## src/rtl/inv_sqrt_check.sv

```systemverilog
// Checks a 1/sqrt(x) result by forming r = x*y*y with two bit-serial multiplies
// and comparing r's bit pattern against 1.0 within a tolerance.
module inv_sqrt_check #(
    parameter logic [31:0] TOL = 32'd32768
) (
    input  logic        clk,
    input  logic        rst,
    input  logic [31:0] DataIn,
    input  logic [31:0] RootIn,
    input  logic        InValid,
    output logic        InReady,
    output logic [31:0] DataOut,
    output logic        Pass,
    output logic        Invalid,
    output logic        OutValid,
    input  logic        OutReady
);

    localparam logic [31:0] ONE_F = 32'h3F800000;
    localparam logic [31:0] QNAN  = 32'h7FC00000;

    typedef enum logic [2:0] {IDLE, CHECK, MUL1, NORM1, MUL2, NORM2, DONE} state_t;

    state_t               state_q, state_d;
    logic [31:0]          x_q, y_q;
    logic [47:0]          acc_q, mcand_q;
    logic [23:0]          mplier_q;
    logic [4:0]           cnt_q;
    logic signed [9:0]    e1_q;
    logic                 bad_q;
    logic [31:0]          dout_q;
    logic                 pass_q, inv_q;

    logic                 bad_w;
    logic                 last_bit_w;
    logic signed [9:0]    er_w;
    logic [23:0]          m2_w;
    logic                 range_ok_w;

    // Zero and denormal share exp==0; Inf and NaN share exp==255.
    function automatic logic is_special(input logic [31:0] f);
        return f[31] || (f[30:23] == 8'd0) || (f[30:23] == 8'd255);
    endfunction

    // Product of two 1.x mantissas lies in [2^46, 2^48); keep the top 24 bits.
    function automatic logic [23:0] norm_mant(input logic [47:0] p);
        return p[47] ? p[47:24] : p[46:23];
    endfunction

    function automatic logic within_tol(input logic [31:0] r);
        logic [31:0] diff;
        diff = (r >= ONE_F) ? (r - ONE_F) : (ONE_F - r);
        return diff <= TOL;
    endfunction

    assign InReady  = (state_q == IDLE);
    assign OutValid = (state_q == DONE);
    assign DataOut  = dout_q;
    assign Pass     = pass_q;
    assign Invalid  = inv_q;

    assign bad_w      = is_special(x_q) || is_special(y_q);
    assign last_bit_w = (cnt_q == 5'd23);

    always_comb begin
        m2_w       = norm_mant(acc_q);
        er_w       = $signed({2'b00, x_q[30:23]}) + e1_q - 10'sd127
                     + $signed({9'd0, acc_q[47]});
        range_ok_w = (er_w >= 10'sd1) && (er_w <= 10'sd254);
    end

    always_comb begin
        state_d = state_q;
        case (state_q)
            IDLE:    if (InValid) state_d = CHECK;
            // Rejected operands finish through NORM2 so the result lands one edge later.
            CHECK:   state_d = bad_w ? NORM2 : MUL1;
            MUL1:    if (last_bit_w) state_d = NORM1;
            NORM1:   state_d = MUL2;
            MUL2:    if (last_bit_w) state_d = NORM2;
            NORM2:   state_d = DONE;
            DONE:    if (OutReady) state_d = IDLE;
            default: state_d = IDLE;
        endcase
    end

    // Control, accumulator and result registers
    always_ff @(posedge clk or posedge rst) begin
        if (rst) begin
            state_q <= IDLE;
            acc_q   <= '0;
            cnt_q   <= '0;
            bad_q   <= 1'b0;
            dout_q  <= '0;
            pass_q  <= 1'b0;
            inv_q   <= 1'b0;
        end else begin
            state_q <= state_d;
            case (state_q)
                CHECK: begin
                    acc_q <= '0;
                    cnt_q <= '0;
                    bad_q <= bad_w;
                end
                MUL1, MUL2: begin
                    if (mplier_q[0])
                        acc_q <= acc_q + mcand_q;
                    cnt_q <= last_bit_w ? 5'd0 : cnt_q + 5'd1;
                end
                NORM1: begin
                    acc_q <= '0;
                    cnt_q <= '0;
                end
                NORM2: begin
                    if (bad_q || !range_ok_w) begin
                        dout_q <= QNAN;
                        pass_q <= 1'b0;
                        inv_q  <= 1'b1;
                    end else begin
                        dout_q <= {1'b0, er_w[7:0], m2_w[22:0]};
                        pass_q <= within_tol({1'b0, er_w[7:0], m2_w[22:0]});
                        inv_q  <= 1'b0;
                    end
                end
                default: ;
            endcase
        end
    end

    // Operand and multiplier datapath registers
    always_ff @(posedge clk) begin
        case (state_q)
            IDLE: begin
                if (InValid) begin
                    x_q <= DataIn;
                    y_q <= RootIn;
                end
            end
            CHECK: begin
                mcand_q  <= {24'd0, 1'b1, y_q[22:0]};
                mplier_q <= {1'b1, y_q[22:0]};
            end
            MUL1, MUL2: begin
                mcand_q  <= mcand_q << 1;
                mplier_q <= mplier_q >> 1;
            end
            NORM1: begin
                e1_q     <= $signed({1'b0, y_q[30:23], 1'b0}) - 10'sd127
                            + $signed({9'd0, acc_q[47]});
                mcand_q  <= {24'd0, 1'b1, x_q[22:0]};
                mplier_q <= norm_mant(acc_q);
            end
            default: ;
        endcase
    end

endmodule
```

## config.mk

```make
export PLATFORM = sky130hd
export DESIGN_NAME = inv_sqrt_check
export DESIGN_NICKNAME = d
export VERILOG_FILES = /design/src/rtl/inv_sqrt_check.sv
export SDC_FILE = /design/constraint.sdc
export NUM_CORES = 1
export LEC_CHECK = 0
export BUFFER_PORTS_ARGS = -buffer_cell sky130_fd_sc_hd__buf_4
export CAP_MARGIN = 20
export CELL_PAD_IN_SITES_DETAIL_PLACEMENT = 1
export CELL_PAD_IN_SITES_GLOBAL_PLACEMENT = 1
export CORE_MARGIN = 5
export CORE_UTILIZATION = 43
export DETAILED_ROUTE_END_ITERATION = 8
export PLACE_DENSITY_LB_ADDON = 0.3
export RECOVER_POWER = 25
export SYNTH_ARGS = -nofsm -noshare
export SYNTH_HDL_FRONTEND = slang
export SYNTH_SLANG_ARGS = --single-unit
```

## constraint.sdc

```tcl
create_clock -name clk -period 3 [get_ports clk]
set_input_delay 0 -clock clk [delete_from_list [all_inputs] [get_ports clk]]
set_output_delay 0 -clock clk [all_outputs]
set_load 0.01 [all_outputs]
```

Yosys cells after proc, flatten, opt, wreduce, memory -nomap -nowiden
Index checks and enable logic that the tools add are counted.
Word-level totals
  flip-flop bits (word level): 237
  input bits: 68
  output and inout bits: 36
  logic and storage cells: 74
Cells by class
  add/subtract/negate cells: 9
  magnitude comparators: 4
  equality and inequality tests: 14
  multiplexer cells: 17
  reduce and logical (&&, ||, !) cells: 18
Operator list (number)
  48-bit case mux with 3 select lines: 1
  48-bit case mux with 2 select lines: 1
  24-bit case mux with 3 select lines: 1
  48-bit adder: 1
  48-bit 2-to-1 mux: 1
  32-bit by 16-bit <= comparator with 1-bit output, second input constant: 1
  32-bit 2-to-1 mux: 1
  30-bit by 31-bit subtractor with 32-bit output, first input constant: 1
  31-bit by 30-bit subtractor with 32-bit output, second input constant: 1
  31-bit by 30-bit >= comparator with 1-bit output, second input constant: 1
  31-bit 2-to-1 mux: 1
  24-bit 2-to-1 mux: 1
  3-bit case mux with 7 select lines: 1
  10-bit by 2-bit adder with 10-bit output: 2
  8-bit equality test, second input constant: 2
  8-bit zero test: 2
  3-bit 2-to-1 mux: 5
  9-bit by 10-bit adder with 10-bit output: 1
  10-bit by 2-bit >= comparator with 1-bit output, second input constant: 1
  10-bit by 9-bit <= comparator with 1-bit output, second input constant: 1
  5-bit case mux with 2 select lines: 1
  10-bit by 8-bit subtractor with 10-bit output, second input constant: 1
  9-bit by 7-bit subtractor with 10-bit output, second input constant: 1
  3-bit equality test, second input constant: 3
  other kinds (17): 29

Logic depth before layout (Yosys ltp)
Gate-level depths: netlist (run 1).
  depth after elaboration: 8
  gate-level depth with buffers: 16
  depth with buffers taken out: 16

Worst setup path before layout (run 1)
Ideal clock, no wire load.
  path type: reg2reg
  from: reg x_q[24]
  to: reg pass_q (netlist: Pass)
  setup time: 76 ps
  data arrival time: 3169 ps
  data required time: 2924 ps
  path slack: -245 ps
  stages on the path, launching flop included: 13
  path buffers: 1
  clock period less this slack: 3245 ps
  cell sequence: edfxtp_1 ha_1 ha_1 a211oi_1 nor4b_1 or3b_1 clkbuf_1 nand3_1 o22ai_2 nor4b_4 a32oi_1 a2111o_1 o21ai_1
Between the ends
  word-level cells in the longest chain between the ends: 8
  elaborated cells on any way between the ends: 14
  those cells by class: add/sub (5); order compare (4); mux (2); reduce/logical (3)
RTL lines
  from (decl): line 25  | logic [31:0] x_q, y_q;
  from (signal assigned): line 135  | x_q <= DataIn;
  9-bit by 10-bit adder with 10-bit output (*): line 67  | er_w = $signed({2'b00, x_q[30:23]}) + e1_q - 10'sd127
  10-bit by 8-bit subtractor with 10-bit output (*): line 67
  10-bit by 2-bit adder with 10-bit output (*): line 68  | + $signed({9'd0, acc_q[47]});
  branches (longest 4 deep; another with 30-bit by 31-bit subtractor with 32-bit output)
  1-bit 2-to-1 mux (*): line 115  | if (bad_q || !range_ok_w) begin
  to (signal assigned): line 121  | pass_q <= within_tol({1'b0, er_w[7:0], m2_w[22:0]});
  to (decl): line 32  | logic pass_q, inv_q;
Mark *: on every way between the ends.
A chain may end at the register's enable or synchronous reset.

Worst setup path after layout (run 1)
  from: reg x_q[23]
  to: reg pass_q (netlist: Pass)
The elaborated chain is that of the path after synthesis.

==> flow_summary.yaml, run 1 <==
outcome:
  status: "complete, but fails checks"
  violations: "capacitance limit, slew limit, setup timing"
yosys:
  avgSynthCellArea_um2: 10.2
  yosysSeqAreaShare: 0.502
  synthXorXnorAreaFrac: 0.0338
  synth_cell_types: 70
  synth_area_um2: 13200
  synth-seq-cells: 236
  synth_edf_count: 146
  syn-num-nets: 1438
  synth_compound_area_frac: 0.201
  syn_inst: 1298
  synth_simple_gate_area_frac: 0.136
  synth-async-reset-ratio: 0.381
  synth_top_cell_area_share: 0.331
  yosys-top-cells-area: "edfxtp_1 (33%), dfrtp_1 (17%), ha_1 (6.6%)"
  synth_top_family_by_area: "compound AO/OA/AOI/OAI gates"
  synth_top_area_cell: "edfxtp_1"
  synth_adder_area_share: 0.0692
  synthMuxAreaShare: 0.0256
  synthFlopType: "edfxtp_1"
  synth_warnings: 0
critical_path:
  r2r_cells: 16
  reg2reg_to: "Pass"
  crit_type: "reg -> reg"
  max_stage_delay_ns: 0.42
  startpoint: "x_q[23]"
  reg2reg_from: "x_q[23]"
  critPathMaxFanout: 6
  crit_chain: "inv_2, ha_4, inv_4, ha_4, inv_2, fa_2, nor2b_2, o31a_1, o31a_1, nand2_2, nor4b_2, a21oi_1, o211ai_1, buf_4, a2111o_1, o21ai_1"
  worst_setup_path_end_kind: "register"
  setup.worst_path.end: "Pass"
  critical_path.startpoint_type: "register"
  arrival_ns: 3.78
  rrSetupSlack_ns: -0.29
  slowest_stage: "fa_2"
  required_ns: 3.48
power:
  p_leak_nw: 7.43
  power_frac_seq: 0.269
  ir_drop_uv: 666
  p_clk_frac: 0.159
  combPwrFrac: 0.572
  internal-power_w: 0.0128
  power.density_nw_per_um2: 1280
  total_power_w: 0.0230
  power_switching_w: 0.0102
  swShare: 0.442
global_route:
  grt_util_all_layers: 0.273
  grt_overflow: 0
  grt_start_max_net_pins: 71
  grt_pass1_wl_mm: 74.2
  antenna_found_initial: 0
  grt_pass1_vias: 12956
cts:
  clk_path_buf_depth: 3
  cts_root_buf: "clkbuf_16"
  clk_latency_ns: 0.56
  cts_tree: "yes"
  h-tree-depth: 1
  clkTransAtPathRegs_ns: 0.07
  cts_buffers: 28
  clock_sinks: 236
floorplan:
  dieWidth_um: 185
  fp.dieH_um: 185
  io_pins: 104
  coreArea_um2: 30500
  start_util: 0.434
  rows: 64
  dieArea_um2: 34400
routing:
  met3_length_mm: 2.88
  top_layer: "met4"
  drt_first_pass_iters: 5
  vias: 12491
  avgRoutedWirePerCell_um: 24.4
  route.met2.wl_mm: 25.0
  antenna_left: 0
  drtIter0Drc: 1057
  drt_wl_total_mm: 49.7
  met1_length_mm: 19.7
  drc_errors: 0
  via_per_inst: 6.13
timing:
  setup_violations: 35
  hold_violations: 0
  postLayoutSetupSlackWorst_ns: -0.294
  fmax_mhz: 304
  skew_ns: 0.0182
  final.min_clock_period_ns: 3.29
  final.period_utilization: 1.10
  final-max-slew-violation-count: 44
  rsz0062_at_grt: "yes"
  worstMarginPinSlew_ns: 1.98
  slew_headroom: -0.325
placed_design:
  place_congestion: 0.912
  port_buffers: 102
  hpwl_mm: 31.4
  placed_cells_incl_taps: 1888
cells_and_area:
  final_cells: 2038
  area_delta_synth_final_pct: 36.0
  nFillCells: 3245
  final_util: 0.590
  nNetsFinal: 1760
  drive_above_1_share: 0.278
  diodes: 0
min_path:
  min_path_type: "in -> reg"
run:
  max_cap_violations: 1
[critical path: cells and delay by family, from the launching register on]
kind | cells | cell delay [ns]
AOI/OAI and AO/OA | 6 | 1.25
adders and majority gates | 3 | 0.74
and+or+nand+nor | 3 | 0.46
DFF | 1 | 0.41
buffers and inverters | 4 | 0.36
[layout make-up]
cell class | count | area [µm²] | share of cell area
Inverter | 42 | 161 | 0.00897
Clock buffer | 40 | 817 | 0.0454
Multi-Input combinational cell | 950 | 6820 | 0.379
Timing Repair Buffer | 362 | 2900 | 0.161
Clock inverter | 12 | 158 | 0.00876
Tap cell | 396 | 495 | 0.0275
Sequential cell | 236 | 6640 | 0.369
[placed cells by master, fill, tap and decap left out, drive strengths merged, types with 8 or more instances in the layout]
cell type	instances
buf	230
edfxtp	146
o21ai	116
a21oi	114
clkbuf	105
dfrtp	90
nor2	86
nand2	79
nand3	71
ha	70
o22ai	68
dlygate4sd3	67
inv	43
and3	36
a21o	29
xnor2	28
mux2i	26
xor2	23
nand4	18
nor3	15
a211oi	15
a22oi	14
nor4	11
o21a	10
o21bai	10
o31ai	10
o211ai	8
[registers in the layout, indices dropped and copies added (netlist names), 5 cells and up]
| register | flops |
|---|---|
| acc_q | 48 |
| x_q | 32 |
| e1_q | 10 |
| y_q | 32 |
| mplier_q | 24 |
| DataOut | 31 |
| cnt_q | 5 |
| mcand_q | 48 |
[timing repair]
action                                 in CTS  in global routing
hold buffers                               67                  0
setup buffers                               8                 22
resized for setup                          59                 71
gates cloned                                2                  0
pin swaps                                  28                 47
endpoints found under the hold margin     129                  0
setup endpoints to repair                  45                 49
[cells in the mapped netlist, drive strengths merged (4+ instances only)]
master  number
o22ai       68
nand3       71
xnor2       28
and3        36
clkbuf      58
a211oi      15
a21o        29
o31ai       10
o21ai      116
xor2        23
nor2b        4
nand2       79
nor4        11
nand2b       5
ha          70
buf         12
nand4       18
dfrtp       90
a22oi       14
edfxtp     146
nor2        86
o21bai      10
nor3        15
and2         6
o21a        10
inv         42
a31oi        7
or3          5
a21oi      114
mux2         7
mux2i       26
o211ai       8
nor4b        4
[kinds of logic (layout without fill, tap and decap cells)]
kind of cell / count (synthesis) / count (layout)
AOI/OAI and AO/OA: 435 / 435
adders and majority gates: 72 / 72
xor gates and xnor gates: 51 / 51
DFF: 236 / 236
and+or+nand+nor: 358 / 358
muxes: 33 / 33
other: 1 / 1
buffers and inverters: 112 / 456
[worst min path at each step]
stage | to | startpoint | cells after the start
floorplan | x_q[0] | DataIn[0] | 0
global placement | DataOut[15] | rst | 2
detailed placement | DataOut[17] | rst | 2
CTS | DataOut[3] | rst | 3
global route | y_q[28] | RootIn[28] | 2
finish | x_q[28] | DataIn[28] | 2
[power by group through the flow]
stage | Combinational (W) | Sequential [W] | Clock (W)
2_1_floorplan | 0.00700 | 0.00579 | 0
3_3_place_gp | 0.0110 | 0.00603 | 0
3_5_place_dp | 0.0114 | 0.00609 | 0
4_1_cts | 0.0120 | 0.00607 | 0.00367
5_1_grt | 0.0142 | 0.00626 | 0.00384
6_report | 0.0132 | 0.00619 | 0.00365
[stage by stage]
stage               worst slack, ns  hold WS (ns)  setup TNS (ns)  instance area (µm²)
finish                       -0.294         0.177           -6.00                18000
global route                 -0.453         0.176          -12.09                18000
CTS                          -0.220        0.0683           -3.75                17500
detailed placement           -0.344         0.104          -10.06                15600
global placement             -0.224        0.0991           -4.39                15600
floorplan                   -0.0586        0.0989          -0.948                13300
[layer usage]
| layer | vias to the layer above | GRT usage |
|---|---|---|
| li1 | 5583 | - |
| met1 | 6283 | 0.351 |
| met2 | 487 | 0.472 |
| met3 | 138 | 0.0381 |
| met4 | 0 | 0.0957 |
| met5 | - | 0 |
Note: power is estimated with default switching activity, not from simulation.
==> inputs of run 2 (changes only) <==
CORE_UTILIZATION = 45   (was 43)
CTS_BUF_LIST = sky130_fd_sc_hd__clkbuf_8   (was not set)
==> flow_summary.yaml, run 2 (synthesized netlist as in run 1, its figures left out) <==
cells_and_area:
  nFillCells: 3089
  area_delta_synth_final_pct: 36.0
  multi_input_area_um2: 6940
  nNetsFinal: 1777
  final_cell_mix: "buf_4 (220), edfxtp_1 (146), a21oi_1 (97), dfrtp_1 (88), nor2_1 (82)"
  reg.largest.list: "acc_q x48, mcand_q x48"
  final_common_cell: "buf_4"
  diodes: 0
  ff_latch_area_um2: 6640
  design_area_um2: 18000
  drive_above_1_share: 0.288
cts:
  cts_buffers: 42
  clkTransAtPathRegs_ns: 0.08
  clock_sinks: 236
  clk_latency_ns: 0.61
  h-tree-depth: 2
  cts_root_buf: "clkbuf_8"
  cts_tree: "yes"
  clk_path_buf_depth: 3
global_route:
  grt_start_max_net_pins: 57
  grt_pass1_wl_mm: 75.6
  grt_util_all_layers: 0.285
  grt_overflow: 0
  antenna_found_initial: 0
  grt_pass1_vias: 13417
timing:
  skew_ns: 0.0563
  final.period_utilization: 1.15
  worstMarginPinSlew_ns: 2.18
  hold_violations: 0
  fmax_mhz: 289
  setup_violations: 48
  final.min_clock_period_ns: 3.46
  setup_tns_ns: -13.51
  rsz0062_at_grt: "yes"
  final-max-slew-violation-count: 41
  postLayoutSetupSlackWorst_ns: -0.464
  slew_headroom: -0.463
min_path:
  holdPathStages: 2
  min_path_type: "in -> reg"
  worst_hold_path.endpoint: "x_q[3]"
  min_from: "DataIn[3]"
floorplan:
  coreArea_um2: 28900
  dieArea_um2: 32900
  io_pins: 104
  rows: 62
  dieWidth_um: 181
  fp.dieH_um: 181
  start_util: 0.458
placed_design:
  port_buffers: 102
  dpl_cell_area_um2: 15500
  place_congestion: 0.871
  hpwl_mm: 31.4
power:
  power.density_nw_per_um2: 1290
  ir_drop_uv: 774
  p_leak_nw: 7.49
routing:
  avgRoutedWirePerCell_um: 26.6
  vias: 13107
  antenna_left: 0
  drt_first_pass_iters: 5
  via_per_inst: 6.38
  drtIter0Drc: 1182
  drt_wl_total_mm: 54.6
  drc_errors: 0
critical_path:
  critPathMaxFanout: 7
  crit_type: "reg -> reg"
  critical_path.startpoint_type: "register"
  arrival_ns: 3.96
  r2r_cells: 13
  required_ns: 3.50
  rrSetupSlack_ns: -0.46
  worst_setup_path_end_kind: "register"
  reg2reg_from: "x_q[24]"
  reg2reg_to: "Pass"
outcome:
  violations: "capacitance limit, slew limit, setup timing"
  status: "complete, but fails checks"
run:
  max_cap_violations: 1
run 2: cell types whose count changed in the layout (fill, tap and decap cells not counted), sizes merged:
cell,previous run,this run
bufinv,3,0
buf,230,231
inv,43,62
clkinv,6,12
clkbuf,105,112
clkinvlp,2,1
run 2: timing repair:
action                                  4_1_cts  5_1_grt
endpoints found under the setup margin       47       53
resized for setup                            62       96
hold endpoints to repair                    104        0
cloned                                        1        0
pin swaps                                    36       62
hold buffers                                 67        0
setup buffers                                14       33
run 2: worst max path at each step:
stage | startpoint | cells after the start | slack (ns) | endpoint
2_1_floorplan | x_q[23] | 16 | -0.06 | Pass
3_3_place_gp | x_q[23] | 16 | -0.16 | DataOut[13]
3_5_place_dp | x_q[23] | 16 | -0.36 | DataOut[13]
4_1_cts | x_q[23] | 16 | -0.24 | Pass
5_1_grt | x_q[24] | 13 | -0.54 | Pass
6_report | x_q[24] | 13 | -0.46 | Pass
run 2: metal layers:
layer / up-vias / wire length (µm) / GRT usage
met5: - / 0 / 0
met4: 0 / 3270 / 0.113
met3: 230 / 3840 / 0.0402
met2: 754 / 27500 / 0.505
met1: 6500 / 20000 / 0.350
li1: 5623 / - / -
run 2: stage by stage:
stage	hold WS, ns	instances	power, W	setup WS [ns]	util
4_1_cts	0.102	2022	0.0208	-0.236	0.597
5_1_grt	0.120	2055	0.0242	-0.540	0.623
3_5_place_dp	0.179	1862	0.0174	-0.357	0.536
3_3_place_gp	0.178	1862	0.0169	-0.163	0.536
2_1_floorplan	0.0989	1298	0.0128	-0.0586	-
6_report	0.132	2055	0.0231	-0.464	0.623
run 2: worst max-delay path: stages, from the launching register on:
cell	delay [ns]
edfxtp_1	0.41
ha_1	0.36
ha_4	0.32
a21o_1	0.13
a21oi_1	0.09
xnor2_1	0.57
buf_4	0.30
nand3_1	0.18
buf_4	0.19
nor3_1	0.13
a21oi_1	0.06
o31ai_1	0.31
o2111ai_2	0.16
o21ai_1	0.16
run 2: cell type report:
class / instances / share of cell area
Inverter: 42 / 0.00925
Tap cell: 384 / 0.0267
Timing Repair Buffer: 365 / 0.165
Sequential cell: 236 / 0.369
Multi-Input combinational cell: 950 / 0.386
Clock inverter: 33 / 0.00925
Clock buffer: 45 / 0.0344
run 2: power by group:
group	switching [W]	leakage, nW	internal, W	total (W)
clock network	0.00154	0.480	0.00141	0.00294
registers	0.00106	2.53	0.00516	0.00622
logic	0.00833	4.49	0.00565	0.0140
total	0.0109	7.49	0.0122	0.0231
